==> config.mk <==
export PLATFORM = sky130hd
export DESIGN_NAME = slot_allocator
export DESIGN_NICKNAME = d
export VERILOG_FILES = /design/src/rtl/slot_alloc_pkg.sv /design/src/rtl/slot_allocator_ffs.sv /design/src/rtl/slot_allocator.sv
export SDC_FILE = /design/constraint.sdc
export NUM_CORES = 1
export LEC_CHECK = 0
export BUFFER_PORTS_ARGS = -buffer_cell sky130_fd_sc_hd__clkbuf_2
export CORE_UTILIZATION = 65
export CTS_BUF_LIST = sky130_fd_sc_hd__clkbuf_2 sky130_fd_sc_hd__clkbuf_4 sky130_fd_sc_hd__clkbuf_8
export DETAILED_ROUTE_END_ITERATION = 8
export HOLD_SLACK_MARGIN = 0.08
export PLACE_DENSITY = 0.94
export SYNTH_ARGS = -nofsm -noshare
export SYNTH_HDL_FRONTEND = slang
export SYNTH_HIERARCHICAL = 1
export SYNTH_SLANG_ARGS = --single-unit
==> constraint.sdc <==
create_clock -name clk -period 6.9 [get_ports clk]
set_input_delay 0.345 -clock clk [delete_from_list [all_inputs] [get_ports clk]]
set_output_delay 0.345 -clock clk [all_outputs]
set_load 0.1 [all_outputs]
==> src/rtl/slot_alloc_pkg.sv <==
// Shared types and sizing for the slot allocator: slot id type, FSM states,
// and the default slot count.
package slot_alloc_pkg;

  localparam int SLOT_WIDTH_LOG = 4;
  localparam int NUM_SLOTS      = 1 << SLOT_WIDTH_LOG;

  typedef logic [SLOT_WIDTH_LOG-1:0] slot_id_t;

  typedef enum logic {
    ST_INIT,
    ST_RUN
  } state_t;

endpackage

==> src/rtl/slot_allocator_ffs.sv <==
// Find-first-set over a 2**WIDTH_LOG bit vector: lowest and highest set
// index, plus a flag for the all-zero vector.
module ffs #(
  parameter int WIDTH_LOG = 4
) (
  input  logic [(1<<WIDTH_LOG)-1:0] vec,
  output logic [WIDTH_LOG-1:0]      lsb,
  output logic [WIDTH_LOG-1:0]      msb,
  output logic                      zero
);

  localparam int N = 1 << WIDTH_LOG;

  // NOTE: every output gets a default before the loops, so no latch is inferred.
  always_comb begin
    lsb = '0;
    msb = '0;
    for (int i = N - 1; i >= 0; i--) begin
      if (vec[i]) lsb = WIDTH_LOG'(i);
    end
    for (int i = 0; i < N; i++) begin
      if (vec[i]) msb = WIDTH_LOG'(i);
    end
  end

  assign zero = ~|vec;

endmodule

==> src/rtl/slot_allocator.sv <==
// Bitmap free-list slot allocator: offers the lowest free slot through a
// registered valid/ready output and accepts slot returns with double-free detection.
module slot_allocator
  import slot_alloc_pkg::*;
#(
  parameter int WIDTH_LOG = SLOT_WIDTH_LOG
) (
  input  logic                 clk,
  input  logic                 rst,
  input  logic                 flush,
  output logic                 alloc_valid,
  output logic [WIDTH_LOG-1:0] alloc_id,
  input  logic                 alloc_ready,
  input  logic                 free_valid,
  input  logic [WIDTH_LOG-1:0] free_id,
  output logic [WIDTH_LOG:0]   num_alloc,
  output logic                 full,
  output logic                 err_double_free
);

  localparam int SLOTS = 1 << WIDTH_LOG;

  state_t               state;
  logic [SLOTS-1:0]     bitmap;
  logic [SLOTS-1:0]     bitmap_next;
  logic [WIDTH_LOG-1:0] lsb;
  logic [WIDTH_LOG-1:0] msb_unused;
  logic                 zero;
  logic                 run;
  logic                 handshake;
  logic                 free_ok;
  logic                 prefetch;

  ffs #(.WIDTH_LOG(WIDTH_LOG)) u_ffs (
    .vec  (bitmap),
    .lsb  (lsb),
    .msb  (msb_unused),
    .zero (zero)
  );

  assign run       = (state == ST_RUN);
  assign handshake = alloc_valid & alloc_ready;
  // The held slot is off the bitmap but not yet owned by anyone, so freeing it is an error.
  assign free_ok   = free_valid & ~bitmap[free_id] & ~(alloc_valid && (alloc_id == free_id));
  assign prefetch  = run & (~alloc_valid | handshake) & ~zero;
  assign full      = (num_alloc == (WIDTH_LOG+1)'(SLOTS));

  // Prefetch clears a set bit and a valid free sets a clear bit, so they never collide.
  always_comb begin
    bitmap_next = bitmap;
    if (prefetch) bitmap_next[lsb] = 1'b0;
    if (free_ok) bitmap_next[free_id] = 1'b1;
  end

  // NOTE: sequential state uses non-blocking assignments only, so every reader sees pre-edge values.
  always_ff @(posedge clk) begin
    if (rst || flush) begin
      state           <= ST_INIT;
      bitmap          <= '1;
      alloc_valid     <= 1'b0;
      alloc_id        <= '0;
      num_alloc       <= '0;
      err_double_free <= 1'b0;
    end else if (state == ST_INIT) begin
      state <= ST_RUN;
    end else begin
      bitmap <= bitmap_next;
      if (prefetch) begin
        alloc_valid <= 1'b1;
        alloc_id    <= lsb;
      end else if (handshake) begin
        alloc_valid <= 1'b0;
      end
      if (handshake && !free_ok) begin
        num_alloc <= num_alloc + (WIDTH_LOG+1)'(1);
      end else if (!handshake && free_ok) begin
        num_alloc <= num_alloc - (WIDTH_LOG+1)'(1);
      end
      if (free_valid && !free_ok) err_double_free <= 1'b1;
    end
  end

endmodule

# Yosys cells after proc, flatten, opt, wreduce, memory -nomap -nowiden
# Index checks and enable logic that the tools add are counted.
[word_totals]
output_inout_bits = 12
inputBits = 9
register_bits = 28
[op_classes]
muxes = 29
bitwise_logic = 12
eq_ne = 2
n_lt_le_gt_ge = 4
addsub = 2
n_reduce_logical = 16
[ops]
columns = ["op", "count"]
rows = [
  ["4-bit two-way mux", 16],
  ["16-bit two-way mux", 2],
  ["16-bit AND", 1],
  ["16-bit inverter", 1],
  ["16-bit bitwise OR", 1],
  ["16-bit OR reduction", 1],
  ["4-bit by 5-bit less-than comparator with 1-bit output, second input constant", 2],
  ["5-bit two-way mux", 2],
  ["1-bit demux with 4-bit select", 2],
  ["4-bit by 1-bit >= comparator with 1-bit output, second input constant", 2],
  ["2-bit AND reduction", 4],
  ["1-bit logical AND", 6],
  ["1-bit two-way mux", 6],
  ["5-bit by 1-bit adder with 5-bit output, second input constant", 1],
  ["1-bit AND", 5],
  ["5-bit == test, second input constant", 1],
  ["5-bit by 1-bit subtractor with 5-bit output, second input constant", 1],
  ["1-bit binary-select mux with 4-bit select", 1],
  ["4-bit == test", 1],
  ["2-bit nonzero test", 2],
  ["1-bit inverter", 3],
  ["1-bit zero test", 2],
  ["1-bit logical OR", 1],
  ["1-bit bitwise OR", 1],
]

# Logic depth before layout (Yosys ltp)
# Gate-level depths: netlist (run 1).
[logic_depth]
depth_word = 25
ltp_mapped = 16
mapped_depth_nobuf = 12

# Modules after synthesis
# The synthesis (run 1) kept the hierarchy.
[by_module_without_submodules]
columns = ["mod", "area_per_inst_um2", "seq_area_each_um2", "cells_each", "instances"]
rows = [
  ["slot_allocator", 1604.0, 560.5, 184, 1],
  ["ffs", 279.0, 0.0, 47, 1],
]

# Worst setup path before layout (run 1)
# Ideal clock, no wire load.
[synth_timing]
path_kind = "register -> register"
start = "reg alloc_id[0]"
end = "reg num_alloc[4]"
path_stages_with_launch = 15
required_time_ns = 6.772
slack_ns = 3.542
t_arrival_ns = 3.230
period_less_slack_ns = 3.358
cell_sequence = "dfxtp_1 > xnor2_1 > nand2_1 > nor4_1 > or3_1 > buf_6 > buf_6 > ha_1 > inv_1 > ha_1 > nor2b_1 > o21a_1 > o211a_1 > o21ai_0 > o31ai_1"
[synth_between]
elab_chain_cells = 8
elab_cells_between_ends = 10
classes_between = "eq/ne (1); mux (1); bitwise (2); reduce/logical (6)"
[synth_rtl]
columns = ["element", "line", "text"]
rows = [
  ["from (decl)", "slot_allocator.sv:12", "output logic [WIDTH_LOG-1:0] alloc_id,"],
  ["from (signal assigned)", "slot_allocator.sv:70", "alloc_id <= lsb;"],
  ["4-bit == test (*)", "slot_allocator.sv:44", "assign free_ok = free_valid & ~bitmap[free_id] & ~(alloc_valid && (alloc_id == free_id));"],
  ["1-bit logical AND (*)", "slot_allocator.sv:44", ""],
  ["1-bit inverter (*)", "slot_allocator.sv:44", ""],
  ["1-bit AND (*)", "slot_allocator.sv:44", ""],
  ["1-bit zero test", "slot_allocator.sv:74", "if (handshake && !free_ok) begin"],
  ["1-bit logical AND", "slot_allocator.sv:74", ""],
  ["2-bit nonzero test (no line)", "-", ""],
  ["2-bit AND reduction (no line)", "-", ""],
  ["to (signal assigned)", "slot_allocator.sv:75", "num_alloc <= num_alloc + (WIDTH_LOG+1)'(1);"],
  ["to (signal assigned)", "slot_allocator.sv:77", "num_alloc <= num_alloc - (WIDTH_LOG+1)'(1);"],
  ["to (decl)", "slot_allocator.sv:16", "output logic [WIDTH_LOG:0] num_alloc,"],
]
# Mark *: on every way between the ends. The rest lies on a longest branch, timed or not.
# A chain may end at the register's enable or synchronous reset.

# Worst setup path in the final report (run 1)
[layout_timing]
start = "reg bitmap[6]"
end = "reg num_alloc[4]"
[layout_between]
elab_chain_cells = 9
elab_cells_between_ends = 11
classes_between = "mux (3); bitwise (3); reduce/logical (5)"
[layout_rtl]
columns = ["element", "line", "text"]
rows = [
  ["from (decl)", "slot_allocator.sv:24", "logic [SLOTS-1:0] bitmap;"],
  ["from (signal assigned)", "slot_allocator.sv:67", "bitmap <= bitmap_next;"],
  ["1-bit binary-select mux with 4-bit select (*)", "slot_allocator.sv:44", ""],
  ["1-bit two-way mux (implied by the code) (*)", "slot_allocator.sv:44", ""],
  ["1-bit inverter (*)", "slot_allocator.sv:44", ""],
  ["1-bit AND (*) (2 in a row)", "slot_allocator.sv:44", ""],
  ["1-bit zero test", "slot_allocator.sv:74", ""],
  ["1-bit logical AND", "slot_allocator.sv:74", ""],
  ["2-bit nonzero test (no line)", "-", ""],
  ["2-bit AND reduction (no line)", "-", ""],
]
# Mark *: on every way between the ends. The rest lies on a longest branch, timed or not. The select of a mux whose other input is x is not followed.

==> metrics.csv, run 1 <==
stage,metric,value,unit
run_status,status,"complete, no violations",
floorplan,start_util,0.7070,
global_route,antenna_found_initial,0,
place,port_buffers,20,
routing,antenna_left,0,
floorplan,dieArea,2982,µm²
logic_synthesis,synthesis.nets,232,
critical_path,required,7.13,ns
timing,finalHoldViolations,0,
floorplan,io_pins,21,
logic_synthesis,syn_area,1799,µm²
timing,min_period_over_period,0.5046,
logic_synthesis,ys_warn_count,6,
floorplan,die_y,54.61,µm
place,post-dp-hpwl,3279,µm
clock_network,cts_hold_buf,0,
routing,vias,1743,
critical_path,path_max_fanout,15,
timing,maxSlewHeadroom,0.4251,
routing,routed_via_density,6.809,
timing,rsz0062_at_grt,false,
place,place.gp.congestion,1.061,
critical_path,r2r_slack,3.42,ns
logic_synthesis,syn_inst,217,
power_and_ir_drop,finalPower,286.8,µW
global_route,track_usage,0.3283,
floorplan,rows,18,
global_route,overflow,0,
timing,fmax,0.2872,GHz
finish,synthToLayoutAreaGrowth,4.659,%
logic_synthesis,synth_area_per_cell,8.291,µm²
finish,layout.nets,242,
timing,fin_skew,0.002544,ns
finish,post-route-cell-area,1883,µm²
routing,wl_per_cell,17.52,µm
global_route,grt_pass1_wl,6879,µm
clock_network,clkLatencyLatePin,0.33,ns
power_and_ir_drop,p_leak,0.6985,nW
critical_path,arrival,3.72,ns
global_route,grt_pass1_vias,1472,
clock_network,path_clk_slew,0.15,ns
critical_path,path_class,reg -> reg,
floorplan,fp.coreArea,2545,µm²
clock_network,cts_root_buf,clkbuf_4,
finish,final_layout_size_suffix_gt1_frac,0.1504,
clock_network,cts_made_buffers,3,
power_and_ir_drop,power_density,152.3,nW/µm²
flow_run,max-cap-violations,0,
clock_network,clk_path_buf_depth,2,
clock_network,htree_levels,1,
clock_network,clock-sinks,28,
critical_path,end_kind,register,
routing,firstDrtPassIters,6,
global_route,grt_max_degree,18,
timing,fin_tns_setup,0,ns
timing,worst_pin_slew,0.8584,ns
critical_path,cp-start-kind,register,
routing,wirelength,4485,µm
floorplan,fp.dieW,54.61,µm
finish,n_antenna_cell,0,
timing,setup_viol,0,
clock_network,cts_setup_buffers,0,
place,dpl_cell_area,1847,µm²
power_and_ir_drop,vdd_drop_max,0.1310,mV
routing,drt_iter0_drc,97,
clock_network,cts_resized,0,
routing,drc,0,
clock_network,cts_tree,yes,
timing,maxSlewViolCount,0,
timing,post-route-min-period,3.482,ns
min_path,hold_class,in -> reg,
## cell type report
cell class	count	area, µm²
inverters	7	26.28
fillers	170	661.9
repair buffers	20	100.1
clock buffers	4	36.28
multi-input cells	167	1122
flip-flops and latches	28	560.5
well taps	30	37.54
## sequential cells by signal, summed over array words and instances (netlist names)
signal and flops:
bitmap 16, num_alloc 5, alloc_id 4, alloc_valid 1, err_double_free 1, run 1
## path summary, 6_finish.rpt
check                                  from               to  cells after the start
worst max-delay path              bitmap[6]     num_alloc[4]                     12
worst min-delay path             free_valid  err_double_free                      3
worst max register to register    bitmap[6]     num_alloc[4]                     12
worst min register to register  alloc_id[0]      alloc_id[0]                      2
## through the flow
| step | cells | hold slack (ns) | util | setup slack, ns |
|---|---|---|---|---|
| after floorplan | 217 | 0.4966 | - | 3.542 |
| after detailed placement | 252 | 0.4771 | 0.7257 | 3.146 |
| after global placement | 252 | 0.4716 | 0.7257 | 3.329 |
| final | 256 | 0.3066 | 0.7399 | 3.418 |
| after global routing | 256 | 0.3251 | 0.7399 | 3.314 |
| after CTS | 256 | 0.3200 | 0.7399 | 3.489 |
## routing by layer
metal,routed length (µm),vias up,track usage
li1,-,822,-
met1,1855,793,0.4492
met2,2063,107,0.5261
met3,450,21,0.04444
met4,114,0,0.1068
met5,0,-,0
## power by group
part	leakage [nW]	internal, mW	switching, mW
logic	0.451	0.0119	0.0275
clock network	0.0210	0.0324	0.0498
registers	0.227	0.163	0.00221
## worst max-delay path, stage by stage (launching register included)
cell and delay [ns]:
dfxtp_1 0.41, mux2i_1 0.20, nor4b_1 0.08, or4_4 0.57, or3_1 0.56, ha_1 0.35, inv_1 0.15, ha_1 0.26
nor2b_1 0.14, o21a_1 0.18, o211a_1 0.22, o21ai_0 0.17, o31ai_1 0.09
## layout by cell type, fill, tap and decap left out, drive strengths merged, types with 4 or more instances in the layout
master and instances:
a21oi 13, ha 5, nor2b 5, o31ai 4, nor2 13, o311ai 14
nor4 6, nand2b 6, or3b 4, clkbuf 24, o21ai 15, nand3 8
dfxtp 28, nand3b 9, inv 7, mux2i 8, nand2 21, o41ai 5
Power figures use the tool's default switching activity.
==> run 2, diff against run 1 <==
--- a/config.mk
+++ b/config.mk
@@ -6,11 +6,11 @@
 export NUM_CORES = 1
 export LEC_CHECK = 0
 export BUFFER_PORTS_ARGS = -buffer_cell sky130_fd_sc_hd__clkbuf_2
-export CORE_UTILIZATION = 65
+export CORE_UTILIZATION = 55
 export CTS_BUF_LIST = sky130_fd_sc_hd__clkbuf_2 sky130_fd_sc_hd__clkbuf_4 sky130_fd_sc_hd__clkbuf_8
 export DETAILED_ROUTE_END_ITERATION = 8
 export HOLD_SLACK_MARGIN = 0.08
-export PLACE_DENSITY = 0.94
+export PLACE_DENSITY = 0.86
 export SYNTH_ARGS = -nofsm -noshare
 export SYNTH_HDL_FRONTEND = slang
 export SYNTH_HIERARCHICAL = 1
==> constraint.sdc (replaced) <==
create_clock -name clk -period 2.8 [get_ports clk]
set_input_delay 0.14 -clock clk [delete_from_list [all_inputs] [get_ports clk]]
set_output_delay 0.14 -clock clk [all_outputs]
set_load 0.1 [all_outputs]
==> run 2 against run 1 <==
  * The run now ends with setup timing left
  * Critical path depth stayed put
  * Via count is 6.0% higher
  * Setup slack lost 3.4 ns
  * Cell count grew 16%
  * Design area is 17% higher
  * Count of clock-buffer cells in the layout decreased by 1
  * Wire length up 8.8%
  * Total power increased to 2.8 times the previous value
  * Maximum frequency up 23%
  * Clock power grew to 3.3 times the previous value
  * Sequential share of layout area shrank 3.8 points
  * Critical endpoint unchanged
==> metrics.csv, run 2 (synthesis results as in run 1) <==
stage,metric,value,unit
run_status,status,"finished, violations left",
run_status,failed_checks,setup timing,
timing,fin_tns_setup,-0.02204,ns
place,place.gp.congestion,0.9324,
routing,vias,1848,
place,post-dp-hpwl,3766,µm
timing,maxSlewHeadroom,0.4522,
finish,post-route-cell-area,2195,µm²
floorplan,rows,20,
min_path,hold_class,in -> reg,
finish,largest_reg_flops,16,
clock_network,path_clk_slew,0.15,ns
clock_network,cts_made_buffers,3,
timing,rsz0062_at_grt,true,
routing,firstDrtPassIters,7,
power_and_ir_drop,vdd_drop_max,0.2835,mV
clock_network,clkLatencyLatePin,0.34,ns
global_route,grt_max_degree,18,
floorplan,start_util,0.5846,
finish,top_regs,"bitmap x16, num_alloc x5, alloc_id x4",
clock_network,htree_levels,1,
finish,layout.nets,270,
finish,n_antenna_cell,0,
critical_path,r2r_start,bitmap[3],
timing,finalHoldViolations,0,
timing,fin_skew,0.005107,ns
clock_network,cts_hold_buf,0,
critical_path,worstSetupStartpoint,bitmap[3],
min_path,hold_path_startpoint,free_valid,
floorplan,io_pins,21,
routing,wirelength,4880,µm
place,place_ws,-0.1926,ns
critical_path,path_class,reg -> reg,
flow_run,max-cap-violations,0,
critical_path,end_kind,register,
floorplan,fp.coreArea,3078,µm²
routing,routed-wl-met2,2348,µm
critical_path,path_max_fanout,3,
timing,worst_pin_slew,0.8178,ns
routing,wl_met3,359,µm
critical_path,arrival,3.06,ns
timing,fmax,0.3544,GHz
clock_network,clock-sinks,28,
floorplan,fp.dieW,59.20,µm
power_and_ir_drop,p_leak,0.8423,nW
routing,wl_per_cell,16.38,µm
timing,setup_viol,1,
finish,post-route-util,0.7130,
critical_path,required,3.04,ns
timing,maxSlewViolCount,0,
finish,largest-register,bitmap,
finish,fillers,247,
timing,hold_ws,0.09514,ns
clock_network,cts_tree,yes,
finish,seq_area,569.3,µm²
place,port_buffers,20,
routing,antenna_left,0,
routing,maxUsedRoutingLayer,met4,
routing,routed_via_density,6.201,
timing,min_period_over_period,1.008,
finish,final_layout_size_suffix_gt1_frac,0.3031,
power_and_ir_drop,power_density,362.6,nW/µm²
floorplan,die_y,59.20,µm
global_route,track_usage,0.3080,
clock_network,cts_root_buf,clkbuf_4,
timing,post-route-min-period,2.822,ns
critical_path,cp-start-kind,register,
finish,multi_input_area,1179,µm²
place,dpl_cell_area,2112,µm²
global_route,grt_pass1_vias,1774,
global_route,overflow,0,
routing,drt-met1-wl,2002,µm
global_route,antenna_found_initial,0,
finish,mostFrequentLayoutCell,buf_4,
finish,synthToLayoutAreaGrowth,21.97,%
routing,drt_iter0_drc,86,
finish,layout_common_cells,"buf_4 (28), nand2_1 (21), dfxtp_1 (21)",
floorplan,dieArea,3504,µm²
routing,drc,0,
clock_network,clk_path_buf_depth,2,
timing,setup_ws,-0.02204,ns
global_route,grt_pass1_wl,7955,µm
==> run 2: cell count changes in the layout (fill, tap and decap cells not counted), moves of 2 or more <==
cell and change:
dfxtp_2 +7, dfxtp_1 -7, o21ai_0 -2, ha_1 -3, buf_4 +28, ha_4 +3
==> run 2: area by class of cell <==
class | count | area share
clock inverter | 1 | 0.01368
sequential | 28 | 0.2594
inverter | 7 | 0.01311
tap | 44 | 0.02509
timing repair buffer | 48 | 0.1414
multi-input combinational | 167 | 0.5371
clock buffer | 3 | 0.01026
==> run 2: path summary, 6_finish.rpt <==
check | to | slack [ns] | depth (start not counted)
hold / removal | err_double_free | 0.1 | 3
setup / recovery | num_alloc[4] | -0.02 | 12
hold reg to reg | alloc_id[3] | 0.48 | 2
setup reg to reg | num_alloc[4] | -0.02 | 12
==> run 2: metrics by stage <==
| step | cells | power [mW] |
|---|---|---|
| 6_report | 298 | 0.7957 |
| 3_5_place_dp | 294 | 0.5282 |
| 4_1_cts | 298 | 0.7940 |
| 2_1_floorplan | 217 | 0.5001 |
| 5_1_grt | 298 | 0.8216 |
| 3_3_place_gp | 294 | 0.5243 |
==> run 2: timing repair <==
action / 4_1_cts / 5_1_grt
resized for setup: 4 / 3
pin swaps: 2 / 4
endpoints found under the hold margin: 0 / 0
setup buffers: 0 / 0
setup endpoints to repair: 2 / 2
==> run 2: critical path, stage by stage (launching register included) <==
cell	delay [ns]
dfxtp_2	0.35
mux2i_1	0.16
o22ai_1	0.09
or4_4	0.53
or3_4	0.37
ha_4	0.19
inv_4	0.06
ha_4	0.19
nor2b_1	0.13
o21a_1	0.21
o211a_1	0.24
o21ai_2	0.13
o31ai_1	0.08
==> run 2: layer usage <==
layer | up-vias | global-route usage
met3 | 14 | 0.02838
li1 | 880 | -
met4 | 0 | 0.1871
met2 | 91 | 0.5136
met1 | 863 | 0.3826
met5 | - | 0
==> run 2: power breakdown <==
| part | total [mW] | leakage, nW | switching [mW] | internal (mW) |
|---|---|---|---|---|
| Clock | 0.271 | 0.0279 | 0.126 | 0.145 |
| Combinational | 0.118 | 0.586 | 0.0739 | 0.0436 |
| Sequential | 0.408 | 0.228 | 0.00592 | 0.402 |
| Total | 0.796 | 0.842 | 0.205 | 0.590 |
==> run 3, diff against run 2 <==
--- a/config.mk
+++ b/config.mk
@@ -6,11 +6,11 @@
 export NUM_CORES = 1
 export LEC_CHECK = 0
 export BUFFER_PORTS_ARGS = -buffer_cell sky130_fd_sc_hd__clkbuf_2
-export CORE_UTILIZATION = 55
+export CORE_UTILIZATION = 35
 export CTS_BUF_LIST = sky130_fd_sc_hd__clkbuf_2 sky130_fd_sc_hd__clkbuf_4 sky130_fd_sc_hd__clkbuf_8
 export DETAILED_ROUTE_END_ITERATION = 8
 export HOLD_SLACK_MARGIN = 0.08
-export PLACE_DENSITY = 0.86
+export PLACE_DENSITY = 0.61
 export SYNTH_ARGS = -nofsm -noshare
 export SYNTH_HDL_FRONTEND = slang
 export SYNTH_HIERARCHICAL = 1
==> run 3 against run 2 <==
  * The run now ends clean
  * Non-clock buffer count unchanged
  * Total power down 8.3%
  * Critical path depth unchanged
  * Sequential power about the same
  * Combinational power about the same
  * Global-route usage down 12 points
  * Die area up 55%
  * Flip-flop and latch count unchanged
  * Sequential share of layout area about the same
  * Maximum frequency up 2.4%
  * Design area about the same
  * Highest routed layer unchanged
==> metrics.csv, run 3 (synthesis results as in run 1) <==
stage,metric,value,unit
run_status,status,"complete, no violations",
clock_network,cts_made_buffers,3,
global_route,grt_pass1_vias,1610,
critical_path,path_class,reg -> reg,
place,port_buffers,20,
floorplan,start_util,0.3711,
timing,maxSlewHeadroom,0.4932,
critical_path,end_kind,register,
global_route,grt_pass1_wl,7672,µm
place,post-dp-hpwl,3674,µm
min_path,hold_path_startpoint,free_valid,
timing,finalHoldViolations,0,
min_path,hold_end,err_double_free,
critical_path,r2r_start,bitmap[11],
power_and_ir_drop,vdd_drop_max,0.2161,mV
global_route,track_usage,0.1852,
timing,min_period_over_period,0.9838,
timing,fin_tns_setup,0,ns
finish,largest_reg_flops,16,
critical_path,worst_r2r_endpoint,num_alloc[4],
clock_network,cts_hold_buf,0,
power_and_ir_drop,clkPwrFrac,0.284,
critical_path,crit_slowest_cell,or4_4,
power_and_ir_drop,power_switching,188.5,µW
min_path,hold_class,in -> reg,
clock_network,cts_tree,yes,
finish,final_layout_size_suffix_gt1_frac,0.2925,
clock_network,clock-sinks,28,
finish,n_antenna_cell,0,
timing,rsz0062_at_grt,true,
place,place_ws,-0.2011,ns
routing,drc,0,
critical_path,cp-start-kind,register,
finish,layout.nets,270,
critical_path,worstRegToRegCells,12,
finish,layout_common_cells,"buf_4 (28), nand2_1 (21), dfxtp_1 (21)",
floorplan,fp.dieW,73.70,µm
clock_network,path_clk_slew,0.09,ns
global_route,grt_max_degree,18,
floorplan,fp.coreArea,4848,µm²
timing,setup_viol,0,
power_and_ir_drop,power_density,332.1,nW/µm²
timing,fmax,0.3630,GHz
clock_network,cts_root_buf,clkbuf_8,
global_route,antenna_found_initial,0,
power_and_ir_drop,p_int,540.9,µW
timing,fin_skew,0.004158,ns
finish,synthToLayoutAreaGrowth,22.04,%
clock_network,htree_levels,1,
finish,post-route-util,0.4529,
global_route,overflow,0,
clock_network,clk_path_buf_depth,2,
power_and_ir_drop,finalPower,729.3,µW
place,place.gp.congestion,0.8981,
power_and_ir_drop,p_comb_frac,0.159,
routing,firstDrtPassIters,4,
timing,maxSlewViolCount,0,
critical_path,cp.buffers_inverters,1,
power_and_ir_drop,p_leak,0.8324,nW
floorplan,io_pins,21,
min_path,min_path_cells,3,
critical_path,cp_top_family,simple AND/OR/NAND/NOR gates,
critical_path,r2r_slack,0.05,ns
critical_path,arrival,2.91,ns
floorplan,die_y,73.70,µm
timing,setup_ws,0.04542,ns
flow_run,max-cap-violations,0,
routing,wl_per_cell,14.47,µm
timing,post-route-min-period,2.755,ns
power_and_ir_drop,p_sw_frac,0.2584,
timing,hold_ws,0.1862,ns
floorplan,rows,25,
finish,largest-register,bitmap,
power_and_ir_drop,seq_power_share,0.557,
critical_path,path_max_fanout,3,
critical_path,cp_cell_sequence,mux2i_1 > o22ai_1 > or4_4 > or3_4 > ha_4 > inv_4 > ha_4 > nor2b_1 > o21a_1 > o211a_1 > o21ai_1 > o31ai_1,
finish,top_regs,"bitmap x16, num_alloc x5, alloc_id x4",
routing,wirelength,4630,µm
routing,routed_via_density,5.400,
critical_path,required,2.95,ns
routing,vias,1728,
critical_path,crit_path_frequent_cell,ha_4,
clock_network,clkLatencyLatePin,0.27,ns
routing,drt_iter0_drc,188,
floorplan,dieArea,5432,µm²
timing,worst_pin_slew,0.7567,ns
routing,antenna_left,0,
clock_network,cts_setup_buffers,0,
critical_path,critPathMaxStageDelay,0.53,ns
finish,mostFrequentLayoutCell,buf_4,
run 3: power groups by stage:
| stage | logic, mW | registers [mW] | clock network (mW) |
|---|---|---|---|
| 3_3_place_gp | 0.113 | 0.416 | 0 |
| 3_5_place_dp | 0.114 | 0.416 | 0 |
| 6_report | 0.116 | 0.406 | 0.207 |
| 4_1_cts | 0.116 | 0.406 | 0.218 |
| 2_1_floorplan | 0.0723 | 0.428 | 0 |
| 5_1_grt | 0.127 | 0.407 | 0.236 |
run 3: worst reg2reg max path, cell delays in order (launching register included):
cell and delay (ns):
dfxtp_2 0.33, mux2i_1 0.12, o22ai_1 0.09, or4_4 0.53
or3_4 0.37, ha_4 0.19, inv_4 0.06, ha_4 0.19
nor2b_1 0.12, o21a_1 0.18, o211a_1 0.24, o21ai_1 0.13
o31ai_1 0.09
run 3: final cells by class:
type	count	area [µm²]
inverters	7	28.78
repair buffers	48	310.3
fillers	486	2653
multi-input cells	167	1162
well taps	67	83.83
clock buffers	3	41.29
flip-flops and latches	28	569.3
run 3: timing repair:
item / CTS / global route
gates resized for setup: 2 / 3
pin swaps: 2 / 3
gates cloned: 0 / 0
setup endpoints to repair: 1 / 2
run 3: how the worst max path moves through the flow:
stage | from | end | slack (ns) | cells after the start
final | bitmap[11] | num_alloc[4] | 0.05 | 12
after detailed placement | free_id[1] | num_alloc[4] | -0.20 | 13
after global placement | free_id[1] | num_alloc[4] | -0.09 | 13
after global routing | bitmap[3] | num_alloc[4] | -0.08 | 12
after floorplan | free_id[1] | num_alloc[4] | -0.21 | 16
after CTS | bitmap[11] | num_alloc[4] | 0.03 | 12
run 3: through the flow:
step                instance area (µm²)  cells
floorplan                          1837    217
global placement                   2141    317
detailed placement                 2141    317
CTS                                2193    320
global route                       2196    320
finish                             2196    320
run 3: routing by layer:
layer  vias up  part of all wire  track usage
met1       782              0.44       0.2323
met3         6             0.059      0.03704
met4         0             0.015      0.05128
met5         -                 0            0
li1        877                 -            -
met2        63              0.49       0.3201
